[src/rtl/boot_loader_ctrl_pkg.sv]
// Shared definitions for the boot loader: state encoding, word geometry and
// the image length legality check.
package boot_loader_ctrl_pkg;

    typedef enum logic [2:0] {
        ST_IDLE,
        ST_LEN,
        ST_DATA,
        ST_DONE,
        ST_ERROR
    } boot_state_t;

    localparam int BYTES_PER_WORD = 4;

    // A word count of exactly 2^addr_w is legal; zero or anything larger is not.
    function automatic logic len_ok(input logic [31:0] n, input int addr_w);
        logic [32:0] limit;
        limit  = 33'd1 << addr_w;
        len_ok = (n != 32'd0) && ({1'b0, n} <= limit);
    endfunction

endpackage

[src/rtl/boot_loader_ctrl_byte_packer.sv]
// Big-endian byte-to-word assembler. word/word_valid are combinational so the
// caller can register the completed word on the same edge as its 4th byte.
module byte_packer
    import boot_loader_ctrl_pkg::*;
(
    input  logic        clk,
    input  logic        rst_n,
    input  logic        clear,
    input  logic        rx_valid,
    input  logic [7:0]  rx_data,
    output logic [31:0] word,
    output logic        word_valid
);

    logic [23:0] shift_q;
    logic [1:0]  idx_q;

    always_ff @(posedge clk or negedge rst_n) begin
        if (!rst_n) begin
            idx_q <= 2'd0;
        end else if (clear) begin
            idx_q <= 2'd0;
        end else if (rx_valid) begin
            idx_q <= idx_q + 2'd1;
        end
    end

    always_ff @(posedge clk) begin
        if (rx_valid) begin
            shift_q <= {shift_q[15:0], rx_data};
        end
    end

    assign word       = {shift_q, rx_data};
    assign word_valid = rx_valid && !clear && (idx_q == 2'(BYTES_PER_WORD - 1));

endmodule

[src/rtl/boot_loader_ctrl.sv]
// Boot loader: receives a length-prefixed image over the UART byte stream and
// writes it into instruction SRAM, then hands the SRAM back to the DLX.
module boot_loader_ctrl
    import boot_loader_ctrl_pkg::*;
#(
    parameter int DATA_WIDTH     = 32,
    parameter int ADDR_WIDTH     = 20,
    parameter int TIMEOUT_CYCLES = 1_000_000
) (
    input  logic                  clk,
    input  logic                  rst_n,
    input  logic                  boot_start,
    input  logic [7:0]            rx_data,
    input  logic                  rx_valid,
    output logic                  boot_mode,
    output logic                  boot_mem_wr_en,
    output logic [ADDR_WIDTH-1:0] boot_mem_addr,
    output logic [DATA_WIDTH-1:0] boot_mem_rd_data,
    output logic                  boot_done,
    output logic                  boot_error
);

    localparam int CNT_W  = $clog2(TIMEOUT_CYCLES + 1);
    localparam int WCNT_W = ADDR_WIDTH + 1;

    boot_state_t       state_q, state_d;
    logic [CNT_W-1:0]  tmo_q;
    logic [WCNT_W-1:0] word_idx_q;
    logic [WCNT_W-1:0] n_words_q;
    logic              last_q;

    logic        start_ok;
    logic        in_xfer;
    logic        expired;
    logic        accept;
    logic [31:0] word;
    logic        word_valid;
    logic        len_good;

    logic mode_d, done_d, error_d, wr_en_d;

    assign start_ok = boot_start && (state_q inside {ST_IDLE, ST_DONE, ST_ERROR});
    assign in_xfer  = (state_q == ST_LEN) || (state_q == ST_DATA);
    assign expired  = tmo_q >= CNT_W'(TIMEOUT_CYCLES);
    // last_q blocks bytes during the final write cycle, before DONE is entered.
    assign accept   = rx_valid && in_xfer && !expired && !last_q;
    assign len_good = len_ok(word, ADDR_WIDTH);

    byte_packer u_packer (
        .clk        (clk),
        .rst_n      (rst_n),
        .clear      (start_ok),
        .rx_valid   (accept),
        .rx_data    (rx_data),
        .word       (word),
        .word_valid (word_valid)
    );

    always_ff @(posedge clk or negedge rst_n) begin
        if (!rst_n) begin
            state_q <= ST_IDLE;
        end else begin
            state_q <= state_d;
        end
    end

    always_comb begin
        state_d = state_q;
        case (state_q)
            ST_IDLE, ST_DONE, ST_ERROR: begin
                if (start_ok) state_d = ST_LEN;
            end
            ST_LEN: begin
                if (expired)         state_d = ST_ERROR;
                else if (word_valid) state_d = len_good ? ST_DATA : ST_ERROR;
            end
            ST_DATA: begin
                if (last_q)       state_d = ST_DONE;
                else if (expired) state_d = ST_ERROR;
            end
            default: state_d = ST_IDLE;
        endcase
    end

    // Outputs are derived from the next state so every port is a flop.
    always_comb begin
        mode_d  = (state_d == ST_LEN) || (state_d == ST_DATA);
        done_d  = (state_d == ST_DONE) && (state_q != ST_DONE);
        error_d = (state_d == ST_ERROR);
        wr_en_d = word_valid && (state_q == ST_DATA);
    end

    always_ff @(posedge clk or negedge rst_n) begin
        if (!rst_n) begin
            boot_mode        <= 1'b0;
            boot_done        <= 1'b0;
            boot_error       <= 1'b0;
            boot_mem_wr_en   <= 1'b0;
            boot_mem_addr    <= '0;
            boot_mem_rd_data <= '0;
        end else begin
            boot_mode      <= mode_d;
            boot_done      <= done_d;
            boot_error     <= error_d;
            boot_mem_wr_en <= wr_en_d;
            if (start_ok) begin
                boot_mem_addr <= '0;
            end else if (wr_en_d) begin
                boot_mem_addr    <= word_idx_q[ADDR_WIDTH-1:0];
                boot_mem_rd_data <= DATA_WIDTH'(word);
            end
        end
    end

    always_ff @(posedge clk or negedge rst_n) begin
        if (!rst_n) begin
            tmo_q      <= '0;
            word_idx_q <= '0;
            n_words_q  <= '0;
            last_q     <= 1'b0;
        end else if (start_ok) begin
            tmo_q      <= CNT_W'(1);
            word_idx_q <= '0;
            last_q     <= 1'b0;
        end else if (in_xfer) begin
            if (accept)        tmo_q <= CNT_W'(1);
            else if (!expired) tmo_q <= tmo_q + CNT_W'(1);
            if ((state_q == ST_LEN) && word_valid && len_good) begin
                n_words_q <= word[WCNT_W-1:0];
            end
            // The word counter is one bit wider than the address, so a full
            // 2^ADDR_WIDTH image terminates before it could wrap.
            if (wr_en_d) begin
                word_idx_q <= word_idx_q + WCNT_W'(1);
                if ((word_idx_q + WCNT_W'(1)) == n_words_q) last_q <= 1'b1;
            end
        end
    end

endmodule
[config.mk]
export PLATFORM = sky130hd
export DESIGN_NAME = boot_loader_ctrl
export DESIGN_NICKNAME = d
export VERILOG_FILES = /design/src/rtl/boot_loader_ctrl_pkg.sv /design/src/rtl/boot_loader_ctrl_byte_packer.sv /design/src/rtl/boot_loader_ctrl.sv
export SDC_FILE = /design/constraint.sdc
export NUM_CORES = 1
export LEC_CHECK = 0
export ABC_AREA = 1
export BUFFER_PORTS_ARGS = -buffer_cell sky130_fd_sc_hd__buf_2
export CORE_MARGIN = 2
export CORE_UTILIZATION = 48
export DETAILED_ROUTE_END_ITERATION = 16
export GPL_ROUTABILITY_DRIVEN = 0
export MAX_ROUTING_LAYER = met4
export PLACE_DENSITY = 0.67
export SKIP_LAST_GASP = 1
export SLEW_MARGIN = 15
export SYNTH_ARGS = -nofsm -noshare
export SYNTH_HDL_FRONTEND = slang
export SYNTH_SLANG_ARGS = --single-unit
[constraint.sdc]
create_clock -name clk -period 2.7 [get_ports clk]
set_clock_uncertainty 0.2 [all_clocks]
set_input_delay 0.135 -clock clk [delete_from_list [all_inputs] [get_ports clk]]
set_output_delay 0.135 -clock clk [all_outputs]
set_load 0.02 [all_outputs]
== Word-level counts from Yosys, hierarchy flattened ==
Index checks and enable logic that the tools add are counted.
Storage, ports and cells
  register bits after elaboration: 148
  word-level logic and storage cells: 82
  output and inout port bits: 56
Operators by class
  $lt $le $gt $ge: 2
  multiplexer cells: 22
  equality and inequality tests: 12
  reduce and logical (&&, ||, !) cells: 29
  $add $sub $neg: 3
  bitwise logic cells: 1
Operators by type and width (count)
  $mux 20: 6
  $mux 21: 3
  $le 32x21->1 const B: 1
  $reduce_bool 32->1: 1
  $add 21x1->21 const B: 1
  $eq 21x21->1: 1
  $add 20x1->20 const B: 1
  $ge 20x20->1 const B: 1
  $mux 3: 6
  $eq 3x2->1 const B: 4
  $logic_and 1x1->1: 11
  $pmux 3 s3: 1
  $reduce_bool 2->1: 4
  $eq 3x1->1 const B: 2
  $eq 3x3->1 const B: 2
  $reduce_and 2->1: 3
  $reduce_and 3->1: 2
  $mux 1: 4
  $mux 2: 2
  $logic_not 1->1: 3
  $logic_not 3->1: 1
  $ne 3x1->1 const B: 1
  $ne 3x2->1 const B: 1
  $reduce_bool 3->1: 1
  other kinds (5): 6

== Logic depth before layout (Yosys ltp) ==
Gate-level depths: netlist (run 1).
  depth in word-level cells: 12
  gate-level depth with buffers: 14
  gate-level depth less buffers: 14

== By module ==
A second synthesis (run 1) with hierarchy kept.
Unflattened totals
  cells, all modules: 854
  area total of the unflattened synthesis: 7215.7 sq um
Modules (own cells, without submodules)
  boot_loader_ctrl: sequential area each 3052.9 sq um, instances 1, area each 6327.3 sq um, cells each 809
  byte_packer: sequential area each 770.7 sq um, instances 1, area each 888.4 sq um, cells each 45

== Worst setup path before layout (run 1) ==
Ideal clock, no wire load.
  path kind: register -> register
  from: register tmo_q[10]
  to: register n_words_q[2]
  clock period less this slack: 2131 ps
  data arrival time: 1813 ps
  cell stages (with the launch flop): 14
  buffers on the path: 1
  setup slack: 569 ps
  cell sequence: dfrtp_1 > nor2_1 > nand2_1 > clkinv_1 > o21ai_1 > nand4_1 > nand2_2 > nor2_8 > nand2_2 > nor2_2 > o211ai_4 > buf_4 > nand2_1 > o21ai_2
On the way
  cells in the longest elaborated chain, start to end: 9
RTL lines
  start: declaration: RTL line boot_loader_ctrl.sv:27  | logic [CNT_W-1:0] tmo_q;
  start signal: assignment: RTL line boot_loader_ctrl.sv:127  | else if (!expired) tmo_q <= tmo_q + CNT_W'(1);
  $ge 20x20->1: RTL line boot_loader_ctrl.sv:44  | assign expired = tmo_q >= CNT_W'(TIMEOUT_CYCLES);
  $logic_not 1->1
  $logic_and 1x1->1 (2 in a row): RTL line boot_loader_ctrl.sv:46  | assign accept = rx_valid && in_xfer && !expired && !last_q;
  net accept: RTL line boot_loader_ctrl.sv:35  | logic accept;
  $logic_and 1x1->1 (2 in a row): RTL line boot_loader_ctrl_byte_packer.sv:35  | assign word_valid = rx_valid && !clear && (idx_q == 2'(BYTES_PER_WORD - 1));
  $logic_and 1x1->1 (2 in a row): RTL line boot_loader_ctrl.sv:128  | if ((state_q == ST_LEN) && word_valid && len_good) begin
  $reduce_and 3->1 (no source line)
  end signal: assignment: RTL line boot_loader_ctrl.sv:129  | n_words_q <= word[WCNT_W-1:0];
  end: declaration: RTL line boot_loader_ctrl.sv:29  | logic [WCNT_W-1:0] n_words_q;
The timed path passes the listed nets, and every way through them passes these cells.
A chain may end at the register's enable or synchronous reset.

== Worst setup path after layout (run 1) ==
  from: input port rx_data[6]
  to: register boot_error
On the way
  cells in the longest elaborated chain, start to end: 7
RTL lines
  start: declaration: RTL line boot_loader_ctrl.sv:13  | input logic [7:0] rx_data,
  $le 32x21->1 or $reduce_bool 32->1 (tied branches): RTL line boot_loader_ctrl_pkg.sv:19  | len_ok = (n != 32'd0) && ({1'b0, n} <= limit);
  $logic_and 1x1->1 (*): RTL line boot_loader_ctrl_pkg.sv:19
  $mux 3 (*) (2 in a row): RTL line boot_loader_ctrl.sv:75  | else if (word_valid) state_d = len_good ? ST_DATA : ST_ERROR;
  $mux 3 (*): RTL line boot_loader_ctrl.sv:74  | if (expired) state_d = ST_ERROR;
  $pmux 3 s3 (*): RTL line boot_loader_ctrl.sv:69  | case (state_q)
  $eq 3x3->1 (*): RTL line boot_loader_ctrl.sv:89  | error_d = (state_d == ST_ERROR);
  net error_d: RTL line boot_loader_ctrl.sv:40  | logic mode_d, done_d, error_d, wr_en_d;
  end signal: assignment: RTL line boot_loader_ctrl.sv:104  | boot_error <= error_d;
  end: declaration: RTL line boot_loader_ctrl.sv:20  | output logic boot_error
Mark *: on every way through the listed nets, which the timed path passes. The rest lies on a longest branch.

==> results of run 1 <==
[stage by stage]
step | cells | hold WS, ns
after floorplan | 813 | -0.361
after global placement | 1050 | -0.0634
after detailed placement | 1050 | -0.0612
after CTS | 1093 | 0.0215
after global routing | 1093 | 0.0573
final | 1093 | 0.0116
[logic make-up (layout without fill, tap and decap cells)]
| kind of cell | count (synthesis) | count (layout) | synth area share [%] |
|---|---|---|---|
| flip-flops | 148 | 148 | 52.9 |
| adder cells (fa/ha/maj) | 4 | 4 | 0.692 |
| AO/OA/AOI/OAI | 148 | 148 | 13.9 |
| AND/OR/NAND/NOR | 372 | 372 | 23.4 |
| buffers and inverters | 135 | 231 | 8.14 |
| XOR/XNOR | 6 | 6 | 0.917 |
[sequential cells by signal, summed over array words and instances, names as in the netlist]
register and count:
u_packer.shift_q 24, boot_mode 1, u_packer.idx_q 2, state_q 3, n_words_q 21, boot_mem_wr_en 1
boot_error 1, boot_mem_addr 20, boot_done 1, boot_mem_rd_data 32, last_q 1, word_idx_q 21
tmo_q 20
[cell type report]
type | count | area (um2) | share of cell area [%]
repair buffers | 86 | 533 | 6.32
clock buffers | 17 | 425 | 5.04
clock inverters | 15 | 179 | 2.12
flip-flops and latches | 148 | 3820 | 45.3
well taps | 184 | 230 | 2.73
multi-input cells | 530 | 2820 | 33.4
inverters | 113 | 429 | 5.09
[routing by layer]
metal  up-vias  track usage (%)
met5         -                -
met2       136             33.1
met3        27             4.68
met1      2703             31.0
met4         0             7.56
li1       2825                -
[worst max-delay path, stage by stage]
cell and delay [ns]:
dlygate4sd3_1 0.54, buf_2 0.15, inv_1 0.17, nand4_1 0.12, nor2_1 0.23, nand2_1 0.18
o21ai_1 0.33, o21ai_0 0.19, nand3_1 0.14, nand3_1 0.11, nand2_1 0.11, nand3_1 0.11
[worst paths after layout]
kind | startpoint | end | slack [ns] | cells after the start
worst max-delay path | rx_data[6] | boot_error | 0.28 | 12
worst min-delay path | rst_n | boot_mem_addr[17] | 0.01 | 2
worst max register to register | word_idx_q[1] | last_q | 0.31 | 10
worst min register to register | u_packer.shift_q[13] | u_packer.shift_q[21] | 0.25 | 0
max in group asynchronous | rst_n | tmo_q[5] | 1.50 | 3
min in group clk | u_packer.shift_q[13] | u_packer.shift_q[21] | 0.25 | 0
[power groups by stage]
stage | registers (uW) | logic (uW) | clock network [uW]
final | 2690 | 1270 | 2420
after global routing | 2720 | 1410 | 2560
after CTS | 2690 | 1280 | 2460
after detailed placement | 2730 | 1260 | 0
after global placement | 2730 | 1240 | 0
after floorplan | 2750 | 882 | 0
[timing repair]
action | in CTS | in global routing
buffers inserted | 0 | 0
hold buffers | 11 | 0
endpoints found under the hold margin | 123 | 0
[placed cells by master, fill, tap and decap left out, types with 7 or more instances in the layout]
| master | instances |
|---|---|
| nor3_1 | 7 |
| nand2_2 | 8 |
| edfxtp_1 | 24 |
| dlygate4sd3_1 | 11 |
| dfrtp_1 | 124 |
| nor2_2 | 10 |
| o22ai_2 | 7 |
| nor2_1 | 55 |
| o21ai_0 | 36 |
| o22ai_1 | 12 |
| buf_2 | 66 |
| o31ai_1 | 8 |
| buf_4 | 7 |
| inv_1 | 102 |
| nand2_1 | 214 |
| o31ai_2 | 7 |
| a21oi_1 | 16 |
| inv_2 | 8 |
| nand3_1 | 40 |
| nand4_1 | 16 |
| o21ai_1 | 35 |
| clkbuf_16 | 17 |
| nand3b_1 | 7 |
| o21ai_2 | 19 |
==> results.md, run 1 <==
* Switching Power at 2020 uW
* Final Cell Area at 0.00844 mm2
* Clk buf depth at 2
* Slew margin rel. at 63.0%
* Final-report setup violation count at 0
* Die Width at 127 um
* Met3 wire length at 751 um
* Leading area contributor after synthesis: dfrtp_1
* Max H-tree Level at 4
* Worst Path Required at 2.79 ns
* Place WS at 0.377 ns
* Post-DRT Antenna Nets at 0
* DR WL met2 at 7.33 mm
* Metal-1 WL at 8.02 mm
* Via count at 5691
* Power Total at 6380 uW
* CTS Sinks at 148
* Die area at 0.0161 mm2
* Synth-to-layout area growth at 16.7%
* GRT Resource Usage Total at 22.4%
* Switch share at 31.7%
* IO Count at 68
* Worst-path fanout max at 3
* Top cells by count, synth: nand2_1 (214), dfrtp_1 (124), inv_1 (102)
* Hold Crit Class: in2async
* Top FF cell, synth: dfrtp_1
* Die Height at 127 um
* Diode count at 0
* Synth top area share at 42.9%
* Post-synthesis async set-or-reset flop share at 83.8%
* FMAX at 414 MHz
* Post-Syn Nets at 829
* Hpwl dp at 11.9 mm
* Row count at 44
* Clock-pin slew on the worst setup and hold paths at 0.06 ns
* Router iterations before antenna repair at 5
* Synth top area cells: dfrtp_1 (43%), nand2_1 (11%), edfxtp_1 (10%), inv_1 (5.3%), nor2_1 (2.9%)
* Fillers at 1296
* RSZ-0062 raised after global routing: no
* VDD IR-drop max at 0.000583 V
* Grt total ovfl at 0
* Vias per cell at 5.21
* Critical path type: in2reg
* CTS resizes at 0
* Routed WL at 16.4 mm
* Initial antenna violation count at 0
* Clk pwr share at 37.9%
* Minimum clock period after layout at 2.42 ns
* Syn Area/Cell at 8.89 um2
* DR WL/cell at 15.0 um
* Worst Setup Start Kind: input pin
* Largest net degree at the start of global routing at 103
* Number of global-route vias before repair at 5550
* Top-count cell post-synth: nand2_1
* Distinct cell type count after synthesis at 44
* P_leak at 0.00393 uW
* Actual slew at the worst max-slew pin at 0.553 ns
* Logic pwr share at 19.9%
* Placed Instance Area at 0.00772 mm2
* Sequential fraction of the synthesis area at 52.9%
* Register bit count reported by yosys at 148
* Power density over the cells at 756 mW/mm2
* First-pass GRT wire length at 27.3 mm
* Starting Density at 49.4%
* Max-slew violations at 0
* Nets at 912
* # DRC at 0
* Clk Tree Root Cell: clkbuf_16
* Highest routed layer: met4
* 1st-iter DRT viols at 427
* Status: finished clean
* CP Data Arrival Time at 2.51 ns
* Mapped cell area at 0.00723 mm2
* Core ar. at 0.0146 mm2
* Gate Count Post-Synth at 813
* CTS tree: yes
* PnR worst setup slack at 0.283 ns
* Synth warn at 0
* Setup TNS at 0 ns
* Crit end category: register
* Reg power frac at 42.2%
* Finished Core Util at 57.6%
* Number of port buffers at 67
* Proportion of layout cells with a drive suffix above 1 at 20.1%
* Pint at 4350 uW
* EDFF count, synth at 24
* Final Hold Viols at 0
* Period utilization at 89.5%
* Clk Latency, worst-skew pair at 0.43 ns
* Clock buffer count from CTS at 17
* Maxcap violations at 0
Note: power is estimated with default switching activity, not from simulation.
==> inputs of run 2 (changes only) <==
- GPL_TIMING_DRIVEN: not set -> 0
- RECOVER_POWER: not set -> 100
==> run 2 against run 1 <==
Via count increased by 2.3%. Combinational power barely moved. Cell count increased by 1.8%. First-iteration DRC count rose by 4.7%. Sequential share of layout area increased by 0.65 points. Utilization down 0.82 points. Hold slack improved by 0.12 ns. Sequential power is essentially flat. Highest routed layer unchanged.
==> results.md, run 2 (synthesized netlist as in run 1, its figures left out) <==
* Period utilization at 92.7%
* Starting Density at 49.4%
* Worst Setup Start Kind: register
* Clk Tree Root Cell: clkbuf_16
* RSZ-0062 raised after global routing: no
* Worst Path Required at 2.81 ns
* CP Data Arrival Time at 2.61 ns
* P_leak at 0.00369 uW
* Post-DRT Antenna Nets at 0
* Worst-path fanout max at 10
* Flip-flop count of the largest register after layout at 32
* Row count at 44
* # DRC at 0
* Proportion of layout cells with a drive suffix above 1 at 11.0%
* Actual slew at the worst max-slew pin at 0.998 ns
* Most common cell after layout, fill and taps aside: nand2_1
* Diode count at 0
* Number of port buffers at 67
* Hold Crit Class: in2reg
* Largest Register: boot_mem_rd_data
* Crit end category: register
* Met3 usage at 4.56%
* Core ar. at 0.0146 mm2
* Router iterations before antenna repair at 5
* Die Height at 127 um
* Synth-to-layout area growth at 15.1%
* Top flop regs: boot_mem_rd_data: 32 flops, u_packer.shift_q: 24 flops
* Minimum clock period after layout at 2.50 ns
* Largest net degree at the start of global routing at 83
* Maxcap violations at 0
* Power density over the cells at 782 mW/mm2
* Setup TNS at 0 ns
* Grt total ovfl at 0
* Initial antenna violation count at 0
* GRT Resource Usage Total at 23.7%
* Die area at 0.0161 mm2
* CTS Sinks at 148
* 1st-iter DRT viols at 447
* Max H-tree Level at 4
* Commonest cells after routing, fill and taps aside: nand2_1 (216), dfrtp_1 (124), inv_1 (102)
* Final-report setup violation count at 0
* Via count at 5820
* IO Count at 68
* Status: finished clean
* Routed WL at 17.8 mm
* Vias per cell at 5.23
* DR WL/cell at 16.0 um
* Slew margin rel. at 33.5%
* Die Width at 127 um
* VDD IR-drop max at 0.000486 V
* Place WS at 0.0524 ns
* CTS resizes at 0
* Nets at 932
* Clock-pin slew on the worst setup and hold paths at 0.06 ns
* Number of global-route vias before repair at 5617
* FMAX at 400 MHz
* GR Util met1 at 33.1%
* Hpwl dp at 12.6 mm
* GRT met2 Usage at 35.5%
* Clk Latency, worst-skew pair at 0.43 ns
* First-pass GRT wire length at 28.5 mm
* Gr busiest metal: met2
* Clk buf depth at 2
* PnR worst setup slack at 0.197 ns
* Max-slew violations at 0
* CTS tree: yes
* Final Hold Viols at 0
* Clock buffer count from CTS at 17
* Critical path type: reg2reg
[run 2: what timing repair did]
item                                    CTS  global route
hold buffers                             12             0
endpoints found under the setup margin    0            25
endpoints found under the hold margin   150             0
buffers inserted                          0             3
[run 2: critical path: stages, from the launching register on]
cell and delay (ns):
dfrtp_1 0.42, nand2_1 0.10, nand2_1 0.06, clkinv_1 0.04
o21ai_0 0.09, nand4_1 0.10, nand2_2 0.17, nor2_8 0.20
nand2_1 0.09, nor2_1 0.24, o211ai_2 0.24, clkbuf_2 0.25
nand2_1 0.10, o21ai_0 0.09
[run 2: worst paths after layout]
check,startpoint,endpoint,slack (ns),depth (start not counted)
min in group asynchronous,rst_n,word_idx_q[13],0.74,3
worst min register to register,u_packer.shift_q[6],u_packer.shift_q[14],0.25,0
worst min-delay path,rx_valid,boot_mem_wr_en,0.13,5
max in group asynchronous,rst_n,word_idx_q[15],0.33,4
worst max-delay path,tmo_q[9],n_words_q[11],0.20,13
worst max register to register,tmo_q[9],n_words_q[11],0.20,13
[run 2: area by class of cell]
| cell class | count | area [um2] |
|---|---|---|
| fill | 1391 | 6330 |
| sequential | 148 | 3820 |
| multi-input combinational | 531 | 2660 |
| clock buffer | 20 | 447 |
| inverter | 113 | 429 |
| timing repair buffer | 83 | 422 |
| tap | 184 | 230 |
| clock inverter | 12 | 176 |
| buffer | 22 | 134 |
[run 2: routing by layer]
layer / vias to the layer above / part of all wire, %
li1: 2873 / -
met3: 24 / 5.3
met2: 152 / 45
met1: 2771 / 48
met5: - / 0
met4: 0 / 1.5
[run 2: through the flow]
stage / power (uW) / instances / cell area (um2) / hold WS, ns / utilization (%)
floorplan: 3630 / 813 / 7230 / -0.361 / -
global placement: 4020 / 1064 / 7790 / 0.139 / 53.2
detailed placement: 4060 / 1065 / 7830 / -0.119 / 53.5
CTS: 6600 / 1109 / 8570 / 0.0466 / 58.5
global route: 6810 / 1113 / 8320 / 0.134 / 56.8
finish: 6500 / 1113 / 8320 / 0.131 / 56.8
[run 2: power breakdown]
group | leakage [uW] | switching [uW] | internal (uW)
clock | 0.000292 | 942 | 1570
sequential | 0.00194 | 147 | 2560
combinational | 0.00146 | 925 | 360
